File: src/rtl/reg_scoreboard_if.sv
// Decode/writeback side-band bundle for the register scoreboard.
// The master is the decode/writeback side; the slave is the scoreboard.
interface reg_scoreboard_if #(
  parameter int unsigned N_REGS = 8
);
  localparam int unsigned AddrW = (N_REGS > 1) ? $clog2(N_REGS) : 1;

  logic             issue_valid;
  logic             src1_used;
  logic [AddrW-1:0] src1_addr;
  logic             src2_used;
  logic [AddrW-1:0] src2_addr;
  logic             dest_used;
  logic [AddrW-1:0] dest_addr;
  logic             wb_valid;
  logic [AddrW-1:0] wb_addr;
  logic             flush_valid;
  logic [AddrW-1:0] flush_addr;
  logic             stall;
  logic             issue_accept;
  logic [N_REGS-1:0] pending_mask;
  logic             underflow_err;

  modport master (
    output issue_valid, src1_used, src1_addr, src2_used, src2_addr,
    output dest_used, dest_addr, wb_valid, wb_addr, flush_valid, flush_addr,
    input  stall, issue_accept, pending_mask, underflow_err
  );

  modport slave (
    input  issue_valid, src1_used, src1_addr, src2_used, src2_addr,
    input  dest_used, dest_addr, wb_valid, wb_addr, flush_valid, flush_addr,
    output stall, issue_accept, pending_mask, underflow_err
  );
endinterface

File: src/rtl/reg_scoreboard.sv
// Per-register pending-write scoreboard: stalls decode on RAW hazards and on a
// saturated destination counter; writeback and flush retire pending writes.
module reg_scoreboard #(
  parameter int unsigned N_REGS = 8,
  parameter int unsigned CNT_W  = 2
) (
  input logic             clk,
  input logic             rst,
  reg_scoreboard_if.slave sb
);
  localparam int unsigned AddrW = (N_REGS > 1) ? $clog2(N_REGS) : 1;
  localparam int unsigned SumW  = CNT_W + 1;
  localparam logic [CNT_W-1:0] CMax = '1;

  logic [CNT_W-1:0]  count_q [N_REGS];
  logic [CNT_W-1:0]  count_d [N_REGS];
  logic              underflow_q, underflow_d;
  logic              hazard, stall, issue_accept;
  logic [N_REGS-1:0] mask;
  logic              under;
  logic [SumW-1:0]   inc, dec, total;

  // Hazard detection from current counts only; a same-cycle writeback does not bypass.
  always_comb begin
    hazard = 1'b0;
    if (sb.src1_used && (count_q[sb.src1_addr] != '0)) hazard = 1'b1;
    if (sb.src2_used && (count_q[sb.src2_addr] != '0)) hazard = 1'b1;
    if (sb.dest_used && (count_q[sb.dest_addr] == CMax)) hazard = 1'b1;
    stall        = sb.issue_valid & hazard;
    issue_accept = sb.issue_valid & ~hazard;
  end

  // Next counts: count + inc - dec in one extra bit, clamping negatives to zero.
  always_comb begin
    under = 1'b0;
    inc   = '0;
    dec   = '0;
    total = '0;
    for (int r = 0; r < N_REGS; r++) begin
      inc   = SumW'(issue_accept && sb.dest_used && (sb.dest_addr == AddrW'(r)));
      dec   = SumW'(sb.wb_valid && (sb.wb_addr == AddrW'(r)))
            + SumW'(sb.flush_valid && (sb.flush_addr == AddrW'(r)));
      total = SumW'(count_q[r]) + inc;
      if (total < dec) begin
        count_d[r] = '0;
        under      = 1'b1;
      end else begin
        // Issue stalls at CMax, so the difference always fits in CNT_W bits.
        count_d[r] = CNT_W'(total - dec);
      end
    end
    underflow_d = underflow_q | under;
  end

  // Pending mask is a pure function of the count registers.
  always_comb begin
    mask = '0;
    for (int r = 0; r < N_REGS; r++) begin
      mask[r] = (count_q[r] != '0);
    end
  end

  // Count and sticky error state; reset forgets every in-flight write.
  always_ff @(posedge clk or posedge rst) begin
    if (rst) begin
      for (int r = 0; r < N_REGS; r++) begin
        count_q[r] <= '0;
      end
      underflow_q <= 1'b0;
    end else begin
      count_q     <= count_d;
      underflow_q <= underflow_d;
    end
  end

  assign sb.stall         = stall;
  assign sb.issue_accept  = issue_accept;
  assign sb.pending_mask  = mask;
  assign sb.underflow_err = underflow_q;
endmodule

File: src/flat_wrapper.sv
// flat-port wrapper written by rule: the top's interface ports become plain ports
module reg_scoreboard_flat 
#(
  parameter int unsigned N_REGS = 8,
  parameter int unsigned CNT_W  = 2
)
  (clk, rst, sb_issue_valid, sb_src1_used, sb_src1_addr, sb_src2_used, sb_src2_addr, sb_dest_used, sb_dest_addr, sb_wb_valid, sb_wb_addr, sb_flush_valid, sb_flush_addr, sb_stall, sb_issue_accept, sb_pending_mask, sb_underflow_err);
  reg_scoreboard_if #(.N_REGS(N_REGS)) sb_i ();
  input logic clk;
  input logic rst;
  input wire logic [$bits(sb_i.issue_valid)-1:0] sb_issue_valid;
  input wire logic [$bits(sb_i.src1_used)-1:0] sb_src1_used;
  input wire logic [$bits(sb_i.src1_addr)-1:0] sb_src1_addr;
  input wire logic [$bits(sb_i.src2_used)-1:0] sb_src2_used;
  input wire logic [$bits(sb_i.src2_addr)-1:0] sb_src2_addr;
  input wire logic [$bits(sb_i.dest_used)-1:0] sb_dest_used;
  input wire logic [$bits(sb_i.dest_addr)-1:0] sb_dest_addr;
  input wire logic [$bits(sb_i.wb_valid)-1:0] sb_wb_valid;
  input wire logic [$bits(sb_i.wb_addr)-1:0] sb_wb_addr;
  input wire logic [$bits(sb_i.flush_valid)-1:0] sb_flush_valid;
  input wire logic [$bits(sb_i.flush_addr)-1:0] sb_flush_addr;
  output wire logic [$bits(sb_i.stall)-1:0] sb_stall;
  output wire logic [$bits(sb_i.issue_accept)-1:0] sb_issue_accept;
  output wire logic [$bits(sb_i.pending_mask)-1:0] sb_pending_mask;
  output wire logic [$bits(sb_i.underflow_err)-1:0] sb_underflow_err;
  assign sb_i.issue_valid = sb_issue_valid;
  assign sb_i.src1_used = sb_src1_used;
  assign sb_i.src1_addr = sb_src1_addr;
  assign sb_i.src2_used = sb_src2_used;
  assign sb_i.src2_addr = sb_src2_addr;
  assign sb_i.dest_used = sb_dest_used;
  assign sb_i.dest_addr = sb_dest_addr;
  assign sb_i.wb_valid = sb_wb_valid;
  assign sb_i.wb_addr = sb_wb_addr;
  assign sb_i.flush_valid = sb_flush_valid;
  assign sb_i.flush_addr = sb_flush_addr;
  assign sb_stall = sb_i.stall;
  assign sb_issue_accept = sb_i.issue_accept;
  assign sb_pending_mask = sb_i.pending_mask;
  assign sb_underflow_err = sb_i.underflow_err;
  reg_scoreboard #(.N_REGS(N_REGS), .CNT_W(CNT_W)) u_core (.clk(clk), .rst(rst), .sb(sb_i));
endmodule
File: config.mk
export PLATFORM = sky130hd
export DESIGN_NAME = reg_scoreboard_flat
export DESIGN_NICKNAME = d
export VERILOG_FILES = /design/src/rtl/reg_scoreboard_if.sv /design/src/rtl/reg_scoreboard.sv /design/src/flat_wrapper.sv
export SDC_FILE = /design/constraint.sdc
export NUM_CORES = 1
export LEC_CHECK = 0
export CORE_ASPECT_RATIO = 0.5
export CORE_MARGIN = 1.5
export CORE_UTILIZATION = 40
export DETAILED_ROUTE_END_ITERATION = 7
export PLACE_DENSITY = 0.74
export SYNTH_ARGS = -nofsm -noshare
export SYNTH_HDL_FRONTEND = slang
export SYNTH_SLANG_ARGS = --single-unit
export TNS_END_PERCENT = 10
File: constraint.sdc
create_clock -name clk -period 3.2 [get_ports clk]
set_input_delay 0.8 -clock clk [delete_from_list [all_inputs] [get_ports clk]]
set_output_delay 0.8 -clock clk [all_outputs]
set_load 0.005 [all_outputs]
==> results.yml, run 1 <==
cts:
  numCtsBuffers: 3
  htree_levels: 1
  cts_tree: "done"
  cts.sinks: 17
  clkLatencyLatePin_ns: 0.27
  path_clk_slew_ns: 0.07
  clk_path_buf_depth: 2
  root_buffer: "clkbuf_8"
  hold_buffers: 0
global_routing:
  antenna_found_initial: 1
  grt_pass1_wl_mm: 11.4
  grt.overflow.total: 0
  grt_max_degree: 18
  grt_use_total_pct: 29.4
  grt_pass1_vias: 2296
final_layout:
  area_growth_pct: 76.4
  fillers: 253
  final_util_pct: 74.6
  fin_area_um2: 3350
  multi_input_area_um2: 1710
  drive_gt1_share_pct: 45.9
  nets: 393
  regArea_um2: 425
yosys:
  synth.distinct_cells: 34
  synth_fp_nets: 271
  synth-async-reset-ratio_pct: 100
  synth_seq_cells: 17
  synthTopCellsByArea: "dfrtp_1 (22%), ha_1 (21%), fa_1 (8.4%)"
  synth.largest_area_cell: "dfrtp_1"
  synth.avg_cell_area_um2: 9.13
  seq_area_frac_synth_pct: 22.4
  yosysWarnings: 0
  netlist_instances: 208
  syn_area_um2: 1900
  synth_ff_type: "dfrtp_1"
  synth_top_area_share_pct: 22.4
  synth_edf_count: 0
critical_path:
  path_max_fanout: 6
  required_ns: 3.32
  r2r_slack_ns: -0.65
  critPathMaxStageDelay_ns: 0.51
  cpMostUsedCell: "nand4_1"
  crit_buf_inv: 4
  critPathKind: "in -> reg"
  reg2reg_depth: 13
  crit_path_start_kind: "input port"
  crit_family: "simple AND/OR/NAND/NOR gates"
  crit_path_top_delay_cell: "fa_1"
  crit_path_end_kind: "flip-flop"
  arrival_ns: 4.07
  regToRegEndpoint: "u_core.sb.underflow_err"
  crit-reg2reg-launch: "u_core.count_q[14]"
  path_cells: "clkbuf_4, nor4_1, or4b_4, o221ai_4, buf_6, buf_4, nor4_4, ha_2, inv_2, fa_1, o31ai_2, nand4_1, nor3_2, nand4_1"
worst_hold_path:
  hold_start: "u_core.sb.underflow_err"
  hold_class: "reg -> reg"
  whs_endpoint: "u_core.sb.underflow_err"
  hold_depth: 2
power_and_ir_drop:
  p_leak_nw: 1.54
  vdd_drop_max_v: 0.000210
  p_per_area_nw_per_um2: 387
  finalPower_w: 0.00130
floorplanning:
  row_count: 17
  ioPinCount: 34
  dieWidth_um: 100
  die_h_um: 51.7
  die_area_um2: 5200
  coreArea_um2: 4490
  start_util_pct: 42.3
sta:
  hold_viol_final: 0
  rsz0062_at_grt: "yes"
  fmax_mhz: 253
  setup_ws_ns: -0.750
  fin_crit_sh_pct: 123
  max-slew-margin-rel_pct: 51.0
  drv_slew: 0
  tns_ns: -4.55
  worst_pin_slew_ns: 0.735
  hold_ws_ns: 0.637
  setup_viol: 18
  fin_skew_ns: 0.00941
  finalCriticalPeriod_ns: 3.95
drt:
  vias_per_cell: 5.84
  drt-pass1-iter-count: 5
  antenna_left: 0
  drc: 0
  wl_mm: 8.43
  wl_per_cell_um: 21.3
  drt_iter0_drc: 181
  vias: 2312
run_status:
  failed_checks: "setup timing"
  outcome: "finished, violations left"
place:
  io_buffers: 33
  post_dp_cell_area_um2: 2760
  place_congestion: 0.902
  dp.final_hpwl_mm: 4.69
job:
  maxCapViolCount: 0
-- metrics by stage --
stage | setup WS (ns) | cells
after floorplan | -0.174 | 208
after global placement | -1.13 | 366
after detailed placement | -1.27 | 366
after CTS | -0.257 | 384
after global routing | -0.842 | 396
final | -0.750 | 396
-- power breakdown --
group,total [W],internal [W],switching [W]
Clock,0.000181,0.0000892,0.0000921
Sequential,0.000328,0.000263,0.0000651
Combinational,0.000786,0.000432,0.000355
Total,0.00130,0.000784,0.000512
-- per-layer routing --
metal	vias up	global-route usage (%)	share of wire (%)
li1	987	-	-
met4	0	15.3	7.1
met3	72	5.78	8.2
met2	169	51.6	45
met1	1084	34.9	39
met5	-	0	0
-- worst max path at each step --
stage / start / end / slack, ns / cells after the start
after floorplan: sb_src2_addr[1] / u_core.sb.underflow_err / -0.17 / 11
after global placement: sb_src2_addr[1] / u_core.sb.underflow_err / -1.13 / 12
after detailed placement: sb_src2_addr[1] / u_core.sb.underflow_err / -1.27 / 12
after CTS: sb_src1_addr[1] / u_core.sb.underflow_err / -0.26 / 14
after global routing: sb_src2_addr[0] / u_core.sb.underflow_err / -0.84 / 14
final: sb_src2_addr[0] / u_core.sb.underflow_err / -0.75 / 14
-- cell usage after synthesis (all sizes together) (3+ instances only) --
master / n
nand4b: 3
nor4: 11
nand4: 5
nor3: 9
nand2: 7
o31ai: 7
xnor2: 8
nor2: 21
fa: 8
inv: 27
nand2b: 6
nor2b: 7
ha: 32
or2: 8
or4b: 4
nor3b: 3
o21a: 3
dfrtp: 17
-- tightest hold or removal path, cell delays in order, from the launching register on --
cell and delay [ns]:
dfrtp_1 0.40, nor3_2 0.08, nand4_1 0.12
-- cells in the final DEF, fill, tap and decap left out, types with 4 or more instances in the layout --
master,instances
o31ai_2,5
inv_1,24
ha_1,26
fa_1,7
nor3_1,7
buf_4,80
xnor2_1,5
nand2_1,6
nand4_1,5
or4b_4,4
nor2b_1,5
or2_2,8
ha_2,5
dfrtp_1,17
nor4_4,6
nand2b_1,6
nor2_1,21
buf_6,8
clkdlybuf4s50_1,21
-- flip-flops by register name, indices dropped and copies added (netlist names) --
register / count
u_core.count_q: 16
u_core.sb.underflow_err: 1
-- layout make-up --
cell class / count / area share (%)
Inverter: 27 / 3.03
Timing Repair Buffer: 119 / 29.4
Multi-Input combinational cell: 162 / 51.0
Sequential cell: 17 / 12.7
Tap cell: 66 / 2.47
Clock buffer: 4 / 1.34
Antenna cell: 1 / 0.0747
-- logic make-up after synthesis --
family | count (synthesis) | synth area share (%)
AOI/OAI and AO/OA | 21 | 9.68
xor gates and xnor gates | 8 | 3.69
adders and majority gates | 40 | 29.5
buffers and inverters | 29 | 5.86
DFF | 17 | 22.4
and+or+nand+nor | 93 | 28.9
-- timing repair --
item | 4_1_cts | 5_1_grt
setup buffers | 14 | 11
pin swaps | 35 | 26
setup endpoints to repair | 19 | 18
gates resized for setup | 82 | 22
Note: power is estimated with default switching activity, not from simulation.
==> run 2, diff against run 1 <==
--- a/config.mk
+++ b/config.mk
@@ -10,6 +10,7 @@
 export CORE_UTILIZATION = 40
 export DETAILED_ROUTE_END_ITERATION = 7
 export PLACE_DENSITY = 0.74
+export SETUP_SLACK_MARGIN = 0.5
 export SYNTH_ARGS = -nofsm -noshare
 export SYNTH_HDL_FRONTEND = slang
 export SYNTH_SLANG_ARGS = --single-unit
==> run 2 against run 1 <==
  * The run still ends with setup timing left
  * Die area did not move
  * Sequential power about the same
  * Clock skew is 0.0023 ns higher
  * Hold slack improved by 0.0077 ns
  * Sequential share of layout area down 0.080 points
  * Register-to-register slack better by 0.25 ns
  * Setup slack improved by 0.19 ns
  * Largest power group unchanged
  * Highest routed layer unchanged
==> results.yml, run 2 (synthesized netlist as in run 1, its figures left out) <==
critical_path:
  crit_path_start_kind: "input port"
  critPathKind: "in -> reg"
  path_max_fanout: 6
  reg2reg_depth: 12
  arrival_ns: 3.88
  crit_path_end_kind: "flip-flop"
  required_ns: 3.32
final_layout:
  layout_commonest_cell: "buf_4"
  fin_area_um2: 3370
  nets: 391
  num_antenna_cells: 0
  mostFrequentLayoutCells: "buf_4 (77), ha_1 (26), inv_1 (23)"
  top_register: "u_core.count_q"
  drive_gt1_share_pct: 46.8
  largest_reg_flops: 16
  instances_no_fill: 393
  area_growth_pct: 77.5
cts:
  clk_path_buf_depth: 2
  root_buffer: "clkbuf_8"
  cts_tree: "done"
  hold_buffers: 0
  path_clk_slew_ns: 0.07
  clkLatencyLatePin_ns: 0.27
  numCtsBuffers: 3
  htree_levels: 1
  cts.sinks: 17
place:
  post_dp_cell_area_um2: 2760
  dp.final_hpwl_mm: 4.69
  dp_cells: 366
  post-place-ws_ns: -1.27
  io_buffers: 33
  place_congestion: 0.902
global_routing:
  grt_max_degree: 18
  grt_pass1_vias: 2239
  grt_pass1_wl_mm: 11.4
  grt_use_total_pct: 29.3
  grt.overflow.total: 0
  antenna_found_initial: 0
sta:
  setup_viol: 16
  fin_crit_sh_pct: 117
  drv_slew: 0
  fin_skew_ns: 0.0117
  rsz0062_at_grt: "yes"
  tns_ns: -3.05
  max-slew-margin-rel_pct: 50.1
  hold_viol_final: 0
  setup_ws_ns: -0.557
  finalCriticalPeriod_ns: 3.76
  fmax_mhz: 266
  worst_pin_slew_ns: 0.748
floorplanning:
  ioPinCount: 34
  start_util_pct: 42.3
  die_area_um2: 5200
  dieWidth_um: 100
  die_h_um: 51.7
  coreArea_um2: 4490
  row_count: 17
drt:
  drt-pass1-iter-count: 4
  drc: 0
  antenna_left: 0
  wl_per_cell_um: 22.0
  vias_per_cell: 5.95
  vias: 2340
  drt_iter0_drc: 166
  wl_mm: 8.64
worst_hold_path:
  hold_depth: 2
  hold_class: "reg -> reg"
power_and_ir_drop:
  p_leak_nw: 1.56
  finalPower_w: 0.00132
  vdd_drop_max_v: 0.000234
  p_per_area_nw_per_um2: 390
run_status:
  failed_checks: "setup timing"
  outcome: "finished, violations left"
job:
  maxCapViolCount: 0
==> run 2: cell count changes in the layout (fill, tap and decap cells not counted), sizes merged <==
cell,previous run,this run
clkdlybuf4s15,3,0
clkbuf,7,4
diode,1,0
buf,89,92
dlygate4sd2,3,4
==> run 2: layout make-up <==
class	count	area [um2]
fillers	240	1120
multi-input cells	162	1740
inverters	27	101
clock buffers	4	45.0
flip-flops and latches	17	425
well taps	66	82.6
repair buffers	117	975
==> run 2: final timing paths <==
check / from / endpoint / slack (ns)
max: sb_src1_addr[1] / u_core.sb.underflow_err / -0.56
min: u_core.sb.underflow_err / u_core.sb.underflow_err / 0.64
max reg2reg: u_core.count_q[4] / u_core.sb.underflow_err / -0.40
min reg2reg: u_core.sb.underflow_err / u_core.sb.underflow_err / 0.64
max in group asynchronous: rst / u_core.count_q[3] / 1.73
min in group asynchronous: rst / u_core.count_q[7] / 0.99
==> run 2: what timing repair did <==
item / 4_1_cts / 5_1_grt
endpoints found under the setup margin: 19 / 19
pin swaps: 41 / 29
resized for setup: 94 / 23
setup buffers: 14 / 9
==> run 2: metrics by stage <==
stage / utilization (%) / hold slack, ns
after floorplan: - / 0.494
after global placement: 61.5 / 0.561
after detailed placement: 61.5 / 0.571
after CTS: 71.5 / 0.565
after global routing: 75.1 / 0.659
final: 75.1 / 0.645
==> run 2: routing by layer <==
layer	wire [um]	GRT usage (%)	vias up
met2	3990	51.4	180
met3	780	6.72	69
met1	3220	34.9	1110
li1	-	-	981
met4	643	13.6	0
met5	0	0	-
==> run 2: report_power, final <==
group	switching, W	internal [W]	leakage (nW)
Clock	0.0000936	0.0000891	0.0228
Combinational	0.000365	0.000443	1.32
Sequential	0.0000632	0.000263	0.220
==> run 2: critical path, stage by stage <==
cell and delay (ns):
buf_6 0.10, or4_4 0.50, nand4_1 0.20, o221ai_4 0.21
buf_4 0.19, nor4_4 0.23, ha_2 0.24, inv_2 0.04
fa_1 0.47, o31ai_2 0.29, nand4_1 0.20, nor3_2 0.26
nand4_1 0.16
==> run 3, diff against run 2 <==
--- a/config.mk
+++ b/config.mk
@@ -6,10 +6,9 @@
 export NUM_CORES = 1
 export LEC_CHECK = 0
 export CORE_ASPECT_RATIO = 0.5
-export CORE_MARGIN = 1.5
 export CORE_UTILIZATION = 40
 export DETAILED_ROUTE_END_ITERATION = 7
-export PLACE_DENSITY = 0.74
+export PLACE_DENSITY = 0.72
 export SETUP_SLACK_MARGIN = 0.5
 export SYNTH_ARGS = -nofsm -noshare
 export SYNTH_HDL_FRONTEND = slang
==> run 3 against run 2 <==
  * Global-route usage shrank 0.38 points
  * Critical path depth grew 2
  * Utilization shrank 3.4 points
  * Routed wire length shrank 24%
  * Non-clock buffer count shrank 16
  * Register-to-register slack gained 0.33 ns
  * Cell area shrank 4.5%
  * Setup slack gained 0.29 ns
  * The flow still finishes with violations (setup timing)
  * Via count shrank 12%
==> results.yml, run 3 (synthesized netlist as in run 1, its figures left out) <==
run_status:
  outcome: "finished, violations left"
  failed_checks: "setup timing"
drt:
  wl_mm: 6.55
  wl_per_cell_um: 17.4
  drc: 0
  antenna_left: 0
  vias: 2069
  drt-pass1-iter-count: 5
  vias_per_cell: 5.49
  drt_iter0_drc: 159
final_layout:
  fillers: 275
  largest_reg_flops: 16
  mostFrequentLayoutCells: "buf_4 (60), ha_1 (24), inv_1 (23)"
  top_register: "u_core.count_q"
  nets: 375
  layout_commonest_cell: "buf_4"
  drive_gt1_share_pct: 43.4
  multi_input_area_um2: 1710
  final_util_pct: 71.7
  area_growth_pct: 69.5
  regArea_um2: 425
  num_antenna_cells: 0
  fin_area_um2: 3220
floorplanning:
  die_h_um: 50.7
  die_area_um2: 5040
  coreArea_um2: 4490
  row_count: 17
  ioPinCount: 34
  dieWidth_um: 99.5
  start_util_pct: 42.3
place:
  dp.final_hpwl_mm: 4.59
  post-place-ws_ns: -1.27
  io_buffers: 33
  place_congestion: 0.905
  post_dp_cell_area_um2: 2750
critical_path:
  crit_family: "simple AND/OR/NAND/NOR gates"
  required_ns: 3.34
  crit_path_start_kind: "input port"
  critPathKind: "in -> reg"
  critPathMaxStageDelay_ns: 0.48
  crit_path_end_kind: "flip-flop"
  crit_path_top_delay_cell: "fa_1"
  path_max_fanout: 5
  arrival_ns: 3.61
  cpMostUsedCell: "buf_4"
  path_cells: "buf_8, a41o_1, nor4_1, buf_4, buf_4, buf_4, nand2_1, nor4_4, ha_2, inv_2, fa_1, o31ai_2, nand4_1, nor3_2, nand4_1"
  crit_buf_inv: 5
cts:
  root_buffer: "clkbuf_8"
  cts_tree: "done"
  htree_levels: 1
  hold_buffers: 0
  clk_path_buf_depth: 2
  clkLatencyLatePin_ns: 0.27
  cts.sinks: 17
  path_clk_slew_ns: 0.08
  numCtsBuffers: 3
power_and_ir_drop:
  p_leak_nw: 1.46
  vdd_drop_max_v: 0.000211
  p_per_area_nw_per_um2: 374
global_routing:
  grt_max_degree: 18
  antenna_found_initial: 0
  grt_pass1_vias: 2185
  grt.overflow.total: 0
  grt_use_total_pct: 28.9
  grt_pass1_wl_mm: 11.0
sta:
  drv_slew: 0
  fin_skew_ns: 0.00671
  fmax_mhz: 288
  max-slew-margin-rel_pct: 51.7
  setup_ws_ns: -0.267
  fin_crit_sh_pct: 108
  setup_viol: 7
  finalCriticalPeriod_ns: 3.47
  rsz0062_at_grt: "yes"
  worst_pin_slew_ns: 0.723
  hold_viol_final: 0
worst_hold_path:
  hold_class: "reg -> reg"
job:
  maxCapViolCount: 0
run 3: repair_timing:
| item | in CTS | in global routing |
|---|---|---|
| resized for setup | 102 | 8 |
| buffers inserted | 8 | 0 |
| pin swaps | 53 | 3 |
| setup endpoints to repair | 19 | 19 |
| gates cloned | 0 | 0 |
run 3: worst min-delay path: stages, from the launching register on:
cell     delay, ns
dfrtp_1       0.38
nor3_2        0.06
nand4_1       0.07
run 3: stage by stage:
| step | hold slack [ns] | total power, W | cells | TNS (ns) |
|---|---|---|---|---|
| 2_1_floorplan | 0.494 | 0.000562 | 208 | -0.174 |
| 3_3_place_gp | 0.510 | 0.000876 | 365 | -12.54 |
| 3_5_place_dp | 0.528 | 0.000887 | 365 | -15.15 |
| 4_1_cts | 0.536 | 0.00116 | 377 | -0.525 |
| 5_1_grt | 0.561 | 0.00127 | 377 | -2.43 |
| 6_report | 0.546 | 0.00120 | 377 | -0.979 |
run 3: per-layer routing:
layer | vias up | track usage (%) | wire [um]
li1 | 953 | - | -
met1 | 1032 | 36.1 | 2850
met2 | 68 | 51.3 | 3240
met3 | 16 | 5.29 | 303
met4 | 0 | 9.31 | 155
met5 | - | 0 | 0
run 3: path summary, 6_finish.rpt:
kind                       cells past startpoint                    start                       to  slack (ns)
setup / recovery                              15          sb_dest_addr[0]  u_core.sb.underflow_err       -0.27
hold / removal                                 2  u_core.sb.underflow_err  u_core.sb.underflow_err        0.55
setup reg to reg                              14        u_core.count_q[9]  u_core.sb.underflow_err       -0.07
hold reg to reg                                2  u_core.sb.underflow_err  u_core.sb.underflow_err        0.55
max in group asynchronous                      2                      rst        u_core.count_q[7]        1.80
min in group asynchronous                      2                      rst        u_core.count_q[6]        0.95
run 3: power breakdown:
part	switching, W	internal (W)	leakage, nW	total [W]
Sequential	0.0000598	0.000263	0.220	0.000323
Combinational	0.000309	0.000396	1.21	0.000705
Clock	0.0000891	0.0000870	0.0255	0.000176
run 3: area by class of cell:
cell class | instances | area share (%)
Clock inverter | 1 | 0.155
Inverter | 27 | 3.15
Multi-Input combinational cell | 162 | 53.0
Timing Repair Buffer | 101 | 26.6
Clock buffer | 3 | 1.28
Tap cell | 66 | 2.57
Sequential cell | 17 | 13.2
